File: src/rtl/egg_timer_ctrl_if.sv
// Button pulses into, and countdown status out of, the egg timer controller.
// The master side drives the buttons; the slave side is the controller.
interface egg_timer_ctrl_if;
    logic        btn_start;
    logic        btn_min;
    logic        btn_sec;
    logic        btn_clear;
    logic [11:0] count;
    logic        running;
    logic        alarm;
    logic [1:0]  state;

    modport master (
        output btn_start, btn_min, btn_sec, btn_clear,
        input  count, running, alarm, state
    );

    modport slave (
        input  btn_start, btn_min, btn_sec, btn_clear,
        output count, running, alarm, state
    );
endinterface

File: src/rtl/egg_timer_ctrl.sv
// Egg timer countdown: loads a seconds counter from min/sec buttons, counts it
// down once per prescaled second, supports pause/resume and a timed alarm at zero.
module egg_timer_ctrl #(
    parameter int TICK_DIV    = 100_000_000,
    parameter int MAX_COUNT   = 3599,
    parameter int ALARM_TICKS = 10
) (
    input  logic           clk,
    input  logic           rst,
    egg_timer_ctrl_if.slave bus
);
    localparam int PW = (TICK_DIV > 1) ? $clog2(TICK_DIV) : 1;
    localparam int AW = (ALARM_TICKS > 1) ? $clog2(ALARM_TICKS) : 1;
    localparam logic [PW-1:0] PRE_LAST   = PW'(TICK_DIV - 1);
    localparam logic [AW-1:0] ALARM_LAST = AW'(ALARM_TICKS - 1);
    localparam logic [11:0]   MAX12      = 12'(MAX_COUNT);

    typedef enum logic [1:0] {
        IDLE  = 2'd0,
        SET   = 2'd1,
        RUN   = 2'd2,
        ALARM = 2'd3
    } state_t;

    state_t        state_q, state_d;
    logic [11:0]   count_q, count_d;
    logic [PW-1:0] prescaler_q, prescaler_d;
    logic [AW-1:0] alarm_tmr_q, alarm_tmr_d;
    logic          running_q, running_d;
    logic          alarm_q, alarm_d;

    logic          tick;
    logic [12:0]   plus_min;
    logic [12:0]   plus_sec;
    logic [11:0]   sat_min;
    logic [11:0]   sat_sec;
    logic          loadable;

    assign tick     = (prescaler_q == PRE_LAST);
    assign plus_min = {1'b0, count_q} + 13'd60;
    assign plus_sec = {1'b0, count_q} + 13'd1;
    assign sat_min  = (plus_min > {1'b0, MAX12}) ? MAX12 : plus_min[11:0];
    assign sat_sec  = (plus_sec > {1'b0, MAX12}) ? MAX12 : plus_sec[11:0];
    assign loadable = (state_q == IDLE) || (state_q == SET);

    // Only the highest-priority pulse of a cycle is acted upon.
    always_comb begin
        state_d     = state_q;
        count_d     = count_q;
        prescaler_d = prescaler_q;
        alarm_tmr_d = alarm_tmr_q;
        if (bus.btn_clear) begin
            state_d     = IDLE;
            count_d     = '0;
            prescaler_d = '0;
            alarm_tmr_d = '0;
        end else if (bus.btn_start) begin
            case (state_q)
                SET: begin
                    state_d     = RUN;
                    prescaler_d = '0;
                end
                RUN: begin
                    state_d     = SET;
                    prescaler_d = '0;
                end
                ALARM: begin
                    state_d     = IDLE;
                    count_d     = '0;
                    prescaler_d = '0;
                    alarm_tmr_d = '0;
                end
                default: ;
            endcase
        end else if (bus.btn_min && loadable) begin
            state_d = SET;
            count_d = sat_min;
        end else if (bus.btn_sec && loadable) begin
            state_d = SET;
            count_d = sat_sec;
        end else begin
            case (state_q)
                RUN: begin
                    if (tick) begin
                        prescaler_d = '0;
                        count_d     = count_q - 12'd1;
                        if (count_q == 12'd1) begin
                            state_d     = ALARM;
                            alarm_tmr_d = '0;
                        end
                    end else begin
                        prescaler_d = prescaler_q + 1'b1;
                    end
                end
                ALARM: begin
                    if (tick) begin
                        prescaler_d = '0;
                        if (alarm_tmr_q == ALARM_LAST) begin
                            state_d     = IDLE;
                            alarm_tmr_d = '0;
                        end else begin
                            alarm_tmr_d = alarm_tmr_q + 1'b1;
                        end
                    end else begin
                        prescaler_d = prescaler_q + 1'b1;
                    end
                end
                default: ;
            endcase
        end
        running_d = (state_d == RUN);
        alarm_d   = (state_d == ALARM);
    end

    always_ff @(posedge clk) begin
        if (rst) begin
            state_q     <= IDLE;
            count_q     <= '0;
            prescaler_q <= '0;
            alarm_tmr_q <= '0;
            running_q   <= 1'b0;
            alarm_q     <= 1'b0;
        end else begin
            state_q     <= state_d;
            count_q     <= count_d;
            prescaler_q <= prescaler_d;
            alarm_tmr_q <= alarm_tmr_d;
            running_q   <= running_d;
            alarm_q     <= alarm_d;
        end
    end

    assign bus.count   = count_q;
    assign bus.running = running_q;
    assign bus.alarm   = alarm_q;
    assign bus.state   = state_q;
endmodule

File: src/flat_wrapper.sv
// flat-port wrapper written by rule: the top's interface ports become plain ports
module egg_timer_ctrl_flat 
#(
    parameter int TICK_DIV    = 100_000_000,
    parameter int MAX_COUNT   = 3599,
    parameter int ALARM_TICKS = 10
)
  (clk, rst, bus_btn_start, bus_btn_min, bus_btn_sec, bus_btn_clear, bus_count, bus_running, bus_alarm, bus_state);
  egg_timer_ctrl_if bus_i ();
  input  logic clk;
  input  logic rst;
  input wire logic [$bits(bus_i.btn_start)-1:0] bus_btn_start;
  input wire logic [$bits(bus_i.btn_min)-1:0] bus_btn_min;
  input wire logic [$bits(bus_i.btn_sec)-1:0] bus_btn_sec;
  input wire logic [$bits(bus_i.btn_clear)-1:0] bus_btn_clear;
  output wire logic [$bits(bus_i.count)-1:0] bus_count;
  output wire logic [$bits(bus_i.running)-1:0] bus_running;
  output wire logic [$bits(bus_i.alarm)-1:0] bus_alarm;
  output wire logic [$bits(bus_i.state)-1:0] bus_state;
  assign bus_i.btn_start = bus_btn_start;
  assign bus_i.btn_min = bus_btn_min;
  assign bus_i.btn_sec = bus_btn_sec;
  assign bus_i.btn_clear = bus_btn_clear;
  assign bus_count = bus_i.count;
  assign bus_running = bus_i.running;
  assign bus_alarm = bus_i.alarm;
  assign bus_state = bus_i.state;
  egg_timer_ctrl #(.TICK_DIV(TICK_DIV), .MAX_COUNT(MAX_COUNT), .ALARM_TICKS(ALARM_TICKS)) u_core (.clk(clk), .rst(rst), .bus(bus_i));
endmodule
File: config.mk
export PLATFORM = sky130hd
export DESIGN_NAME = egg_timer_ctrl_flat
export DESIGN_NICKNAME = d
export VERILOG_FILES = /design/src/rtl/egg_timer_ctrl_if.sv /design/src/rtl/egg_timer_ctrl.sv /design/src/flat_wrapper.sv
export SDC_FILE = /design/constraint.sdc
export NUM_CORES = 1
export LEC_CHECK = 0
export ABC_AREA = 1
export CAP_MARGIN = 40
export CELL_PAD_IN_SITES_DETAIL_PLACEMENT = 1
export CELL_PAD_IN_SITES_GLOBAL_PLACEMENT = 1
export CORE_ASPECT_RATIO = 1.5
export CORE_UTILIZATION = 43
export CTS_CLUSTER_DIAMETER = 200
export DETAILED_ROUTE_END_ITERATION = 8
export MAX_ROUTING_LAYER = met4
export PLACE_DENSITY = 0.82
export SLEW_MARGIN = 20
export SYNTH_ARGS = -nofsm -noshare
export SYNTH_HDL_FRONTEND = slang
export SYNTH_SLANG_ARGS = --single-unit
File: constraint.sdc
create_clock -name clk -period 2.8 [get_ports clk]
set_clock_uncertainty 0.2 [all_clocks]
set_input_delay 0.28 -clock clk [delete_from_list [all_inputs] [get_ports clk]]
set_output_delay 0.28 -clock clk [all_outputs]
set_load 0.02 [all_outputs]
==> run metrics, run 1 <==
share of layout cells above drive strength 1=0.146; Final Setup Violations=0; Area growth syn-to-layout=14.0%; drt drc=0; vias after detailed routing=3,671; initial antenna violation count=0; worst setup margin=0.360 ns; Leak=1.52 nW; Final Cycle Share=0.872; hold wc startpoint=u_core.prescaler_q[0]; Slew Viols, Final=0; HP Class=flip-flop to flip-flop; largest net degree at the start of global routing=19; placed instance count=667; min Tclk post-route=2.44 ns; fillers=1,097; Synth area leaders=dfxtp_1 27%, nand2_1 15%, nand3_1 7.1%; CP startpoint=u_core.prescaler_q[1]; clk buf depth=2; top_reg_cell synth=dfxtp_1; Die Footprint=0.00860 mm²; starting density of the core=0.442; f_max=0.410 GHz; element type at the critical path end=flip-flop; clk_lat worst skew=0.29 ns; HPWL after detailed placement=9.02 mm; GPL Wtd Cong=0.942; DR pass1 iterations=4; RSZ-0062 raised after global routing=false; Yosys top cell by area=dfxtp_1; max-cap violations=0; run status=finished clean; Worst-Margin Slew=0.595 ns; vias in the first global route=4,060; reg2reg start=u_core.prescaler_q[1]; Net Count, Synth=559; final hold vios=0; post-synth top area share=0.266; Hold Buf Count CTS=0; clock group share of total power=0.403; worst-path fanout max=11; Post-synth EDFFs=0; # IOs=22; antenna cells=0; Clock transition at path regs=0.06 ns; # port buffers=21; first-pass GRT wire length=18.7 mm; switching part of the total=0.274; Cell Int Power=1.14 mW; Peak VDD IR=0.243 mV; Seq/Total Area, Yosys=0.266; Yosys cell types=44; post-CTS resize count=0; fin cells=675; Synth top cells by count=137 x nand2_1, 62 x nor2_1, 57 x inv_1; Crit path required time=2.74 ns; top-count cell post-synth=nand2_1; TritonCTS buffer count=5; Syn. warnings=0; post-synth design cell area=0.00354 mm²; relative slew slack=0.603; DIE HEIGHT=113 µm; kind of critical path=flip-flop to flip-flop; DR iter-0 viols=145; root buffer cell=clkbuf_16; H-tree depth=2; CTS tree=done; Routed Antenna Nets=0; Post-Route WL=11.0 mm; switching power=0.432 mW; width of the die=76.0 µm; Gate power share=0.159; global route overflow=0; DR WL/cell=16.3 µm; GRT Overall Usage=0.283; worst slack, placed=0.272 ns; WP data arrival=2.38 ns; post-CTS setup buffer count=0; CTS Sinks=47; Gate Count Post-Synth=544; Cell Pwr Density=391 mW/mm²; NumNets Final=584; drt via density=5.44; Rows=40; async set-or-reset flop fraction in the synthesized netlist=0; Critical Path Start Type=flip-flop; setup tns final=0 ns; Core ar.=0.00801 mm²; Seq pwr share=0.438; #FFs+latches synth=47; Hold WS=0.304 ns; Avg Inst Size Synth=6.50 µm²
-- registers in the layout, indices dropped and copies added, names as in the netlist --
signal              cells
u_core.bus.running      1
u_core.bus.state        2
u_core.alarm_tmr_q      4
u_core.prescaler_q     27
u_core.bus.alarm        1
u_core.bus.count       12
-- stage by stage --
step                      power, mW  cell area, µm²  utilization
after global placement        0.949            3870        0.484
after CTS                      1.59            4030        0.504
after detailed placement      0.955            3870        0.484
final                          1.58            4030        0.504
after floorplan               0.873            3540            -
after global routing           1.64            4030        0.504
-- power groups by stage --
stage / clock network [mW] / registers (mW) / logic (mW)
2_1_floorplan: 0 / 0.707 / 0.166
3_3_place_gp: 0 / 0.705 / 0.244
3_5_place_dp: 0 / 0.705 / 0.251
4_1_cts: 0.649 / 0.690 / 0.252
5_1_grt: 0.669 / 0.691 / 0.278
6_report: 0.634 / 0.690 / 0.251
-- placed cells by master, fill, tap and decap left out, types with 5 or more instances in the layout --
master,count
nand2_2,10
ha_1,9
nor2_2,8
nand3_1,50
buf_4,12
nor2_4,6
a211oi_1,6
inv_1,57
a21oi_2,7
nand4_1,10
clkbuf_16,5
xor2_1,15
a21oi_1,22
dfxtp_1,47
inv_2,10
o21ai_0,13
nor2_1,62
nand3_2,8
nor3_1,16
nand2_1,137
clkdlybuf4s50_1,21
-- worst max-delay path: stages (launching register included) --
cell and delay, ns:
dfxtp_1 0.36, ha_1 0.25, nand2_1 0.11, nor2_2 0.13
nand3_2 0.11, nor3_4 0.21, nand4_1 0.17, nand2_1 0.13
nand2_1 0.28, inv_1 0.13, nand2_1 0.09, nand2_1 0.07
a21oi_1 0.06
-- cell families after synthesis --
group                    synth area share
flip-flops                          0.266
buffers and inverters               0.100
AO/OA/AOI/OAI                       0.113
adder cells (fa/ha/maj)            0.0318
AND/OR/NAND/NOR                     0.445
XOR/XNOR                           0.0442
-- routing by layer --
metal / share of wire / vias up / GRT usage / wire, µm
met5: 0 / - / - / 0
met4: 0.061 / 0 / 0.182 / 669
met3: 0.014 / 39 / 0.0242 / 150
met2: 0.56 / 60 / 0.561 / 6180
met1: 0.36 / 1756 / 0.255 / 3990
li1: - / 1816 / - / -
-- worst paths after layout --
| path | end | slack (ns) | depth (start not counted) |
|---|---|---|---|
| max reg2reg | u_core.bus.count[1] | 0.36 | 12 |
| max | u_core.bus.count[1] | 0.36 | 12 |
| min reg2reg | u_core.prescaler_q[0] | 0.30 | 2 |
| min | u_core.prescaler_q[0] | 0.30 | 2 |
-- layout make-up --
class | count | area [µm²] | area share
clock inverters | 1 | 7.51 | 0.00186
clock buffers | 7 | 153 | 0.0379
inverters | 69 | 259 | 0.0642
multi-input cells | 413 | 2240 | 0.556
flip-flops and latches | 47 | 941 | 0.233
well taps | 105 | 131 | 0.0326
repair buffers | 33 | 300 | 0.0745
Note: power is estimated with default switching activity, not from simulation.
==> run 2, diff against run 1 <==
- PLACE_DENSITY: 0.82 -> not set
- PLACE_DENSITY_LB_ADDON: not set -> 0.1
==> run 2 against run 1 <==
Against the previous run:
- final cell count grew 0.30%
- first-iteration DRC count shrank 26%
- routed wire length grew 1.8%
- utilization grew 0.078 points
- maximum frequency shrank 0.21%
- critical path type unchanged
- largest cell class unchanged
==> run metrics, run 2 (synthesis gave the netlist of run 1 again) <==
HPWL after detailed placement=9.35 mm (+3.6%); CTS tree=done; Routed Antenna Nets=0 (unchanged); CP Cell Sequence=ha_1 -> nand2_1 -> nor2_2 -> nand3_2 -> nor3_4 -> nand4_1 -> nand2_1 -> nand2_1 -> inv_1 -> nand2_1 -> nand2_1 -> a21oi_1; Largest stage delay, worst path=0.39 ns (+0.03 ns); NumNets Final=587 (+0.51%); final hold vios=0 (unchanged); Final Setup Violations=0 (unchanged); most frequent CP cell=nand2_1; DR iter-0 viols=108 (-26%); DR WL/cell=16.5 µm (+1.5%); # port buffers=21 (unchanged); clk buf depth=2 (unchanged); Crit path required time=2.74 ns (about the same); Worst-Margin Slew=0.638 ns (+0.0430 ns); DR pass1 iterations=4 (unchanged); commonest non-fill, non-tap cells in the layout=137 x nand2_1, 62 x nor2_1, 57 x inv_1; largest net degree at the start of global routing=19 (unchanged); Final Cycle Share=0.873 (+0.00183); Slew Viols, Final=0 (unchanged); initial antenna violation count=0 (unchanged); vias after detailed routing=3,621 (-1.4%); global route overflow=0 (unchanged); Peak VDD IR=0.198 mV (-19%); antenna cells=0 (unchanged); drt drc=0 (unchanged); Largest Register=u_core.prescaler_q; Crit-path slowest cell=dfxtp_1; RSZ-0062 raised after global routing=false; drt via density=5.35 (-1.7%); Hold Buf Count CTS=0 (unchanged); Core ar.=0.00801 mm² (unchanged); Post-Route WL=11.2 mm (+1.8%); most common cell after layout, fill and taps aside=nand2_1; Die Footprint=0.00860 mm² (unchanged); Leak=1.53 nW (+0.77%); f_max=0.409 GHz (-0.21%); Rows=40 (unchanged); root buffer cell=clkbuf_16; run status=finished clean; TritonCTS buffer count=5 (unchanged); post-CTS setup buffer count=0 (unchanged); clk_lat worst skew=0.29 ns (about the same); Area growth syn-to-layout=14.2%; DIE HEIGHT=113 µm (unchanged); WP data arrival=2.39 ns (about the same); kind of critical path=flip-flop to flip-flop; setup tns final=0 ns (unchanged); CTS Sinks=47 (unchanged); vias in the first global route=3,978 (-2.0%); GRT Overall Usage=0.288 (+0.00422); HP Class=flip-flop to flip-flop; Final Core Density=0.504 (+0.000781); worst-path fanout max=11 (unchanged); Critical Path Start Type=flip-flop; # IOs=22 (unchanged); share of layout cells above drive strength 1=0.149 (+0.00299); Cell Pwr Density=382 mW/mm² (-2.2%); Clock transition at path regs=0.06 ns (about the same); max reg flops=27 (unchanged); GPL Wtd Cong=0.963 (+2.2%); H-tree depth=2 (unchanged); relative slew slack=0.574 (-0.0287); width of the die=76.0 µm (unchanged); element type at the critical path end=flip-flop; starting density of the core=0.442 (unchanged); max-cap violations=0 (unchanged); post-CTS resize count=0 (unchanged); min Tclk post-route=2.45 ns (+0.00512 ns); first-pass GRT wire length=18.9 mm (+0.96%)
run 2: critical path: cells and delay by family, from the launching register on:
kind                       cells  cell delay, ns
DFF                            1            0.39
AOI/OAI and AO/OA              1            0.06
adders and majority gates      1            0.26
and+or+nand+nor                9            1.26
buffers and inverters          1            0.13
run 2: layout make-up:
cell class              instances  area, µm²
clock inverters                 1       5.00
multi-input cells             413       2240
clock buffers                   6        139
well taps                     105        131
flip-flops and latches         47        941
fillers                      1112       3970
inverters                      69        259
repair buffers                 36        323
run 2: where the power goes:
group | internal, mW | total, mW | switching, mW
registers | 0.676 | 0.689 | 0.0136
clock network | 0.349 | 0.596 | 0.247
logic | 0.0900 | 0.256 | 0.166
total | 1.11 | 1.54 | 0.427
run 2: worst paths after layout:
path | cells past startpoint | startpoint | slack, ns | end
max | 12 | u_core.prescaler_q[0] | 0.35 | u_core.bus.count[1]
min | 2 | u_core.prescaler_q[1] | 0.31 | u_core.prescaler_q[1]
max reg2reg | 12 | u_core.prescaler_q[0] | 0.35 | u_core.bus.count[1]
min reg2reg | 2 | u_core.prescaler_q[1] | 0.31 | u_core.prescaler_q[1]
run 2: per-stage QoR:
step / hold slack [ns] / power, mW / cell area, µm² / worst slack, ns / std cells
after CTS: 0.319 / 1.56 / 4040 / 0.302 / 677
after global routing: 0.344 / 1.61 / 4040 / 0.0510 / 677
final: 0.311 / 1.54 / 4040 / 0.355 / 677
after global placement: 0.286 / 0.957 / 3890 / 0.331 / 670
after floorplan: 0.152 / 0.873 / 3540 / 0.549 / 544
after detailed placement: 0.303 / 0.961 / 3890 / 0.247 / 670
run 2: metal layers:
| layer | track usage | up-vias | part of all wire |
|---|---|---|---|
| met5 | - | - | 0 |
| li1 | - | 1816 | - |
| met3 | 0.0290 | 36 | 0.017 |
| met1 | 0.257 | 1706 | 0.36 |
| met2 | 0.573 | 63 | 0.57 |
| met4 | 0.174 | 0 | 0.053 |
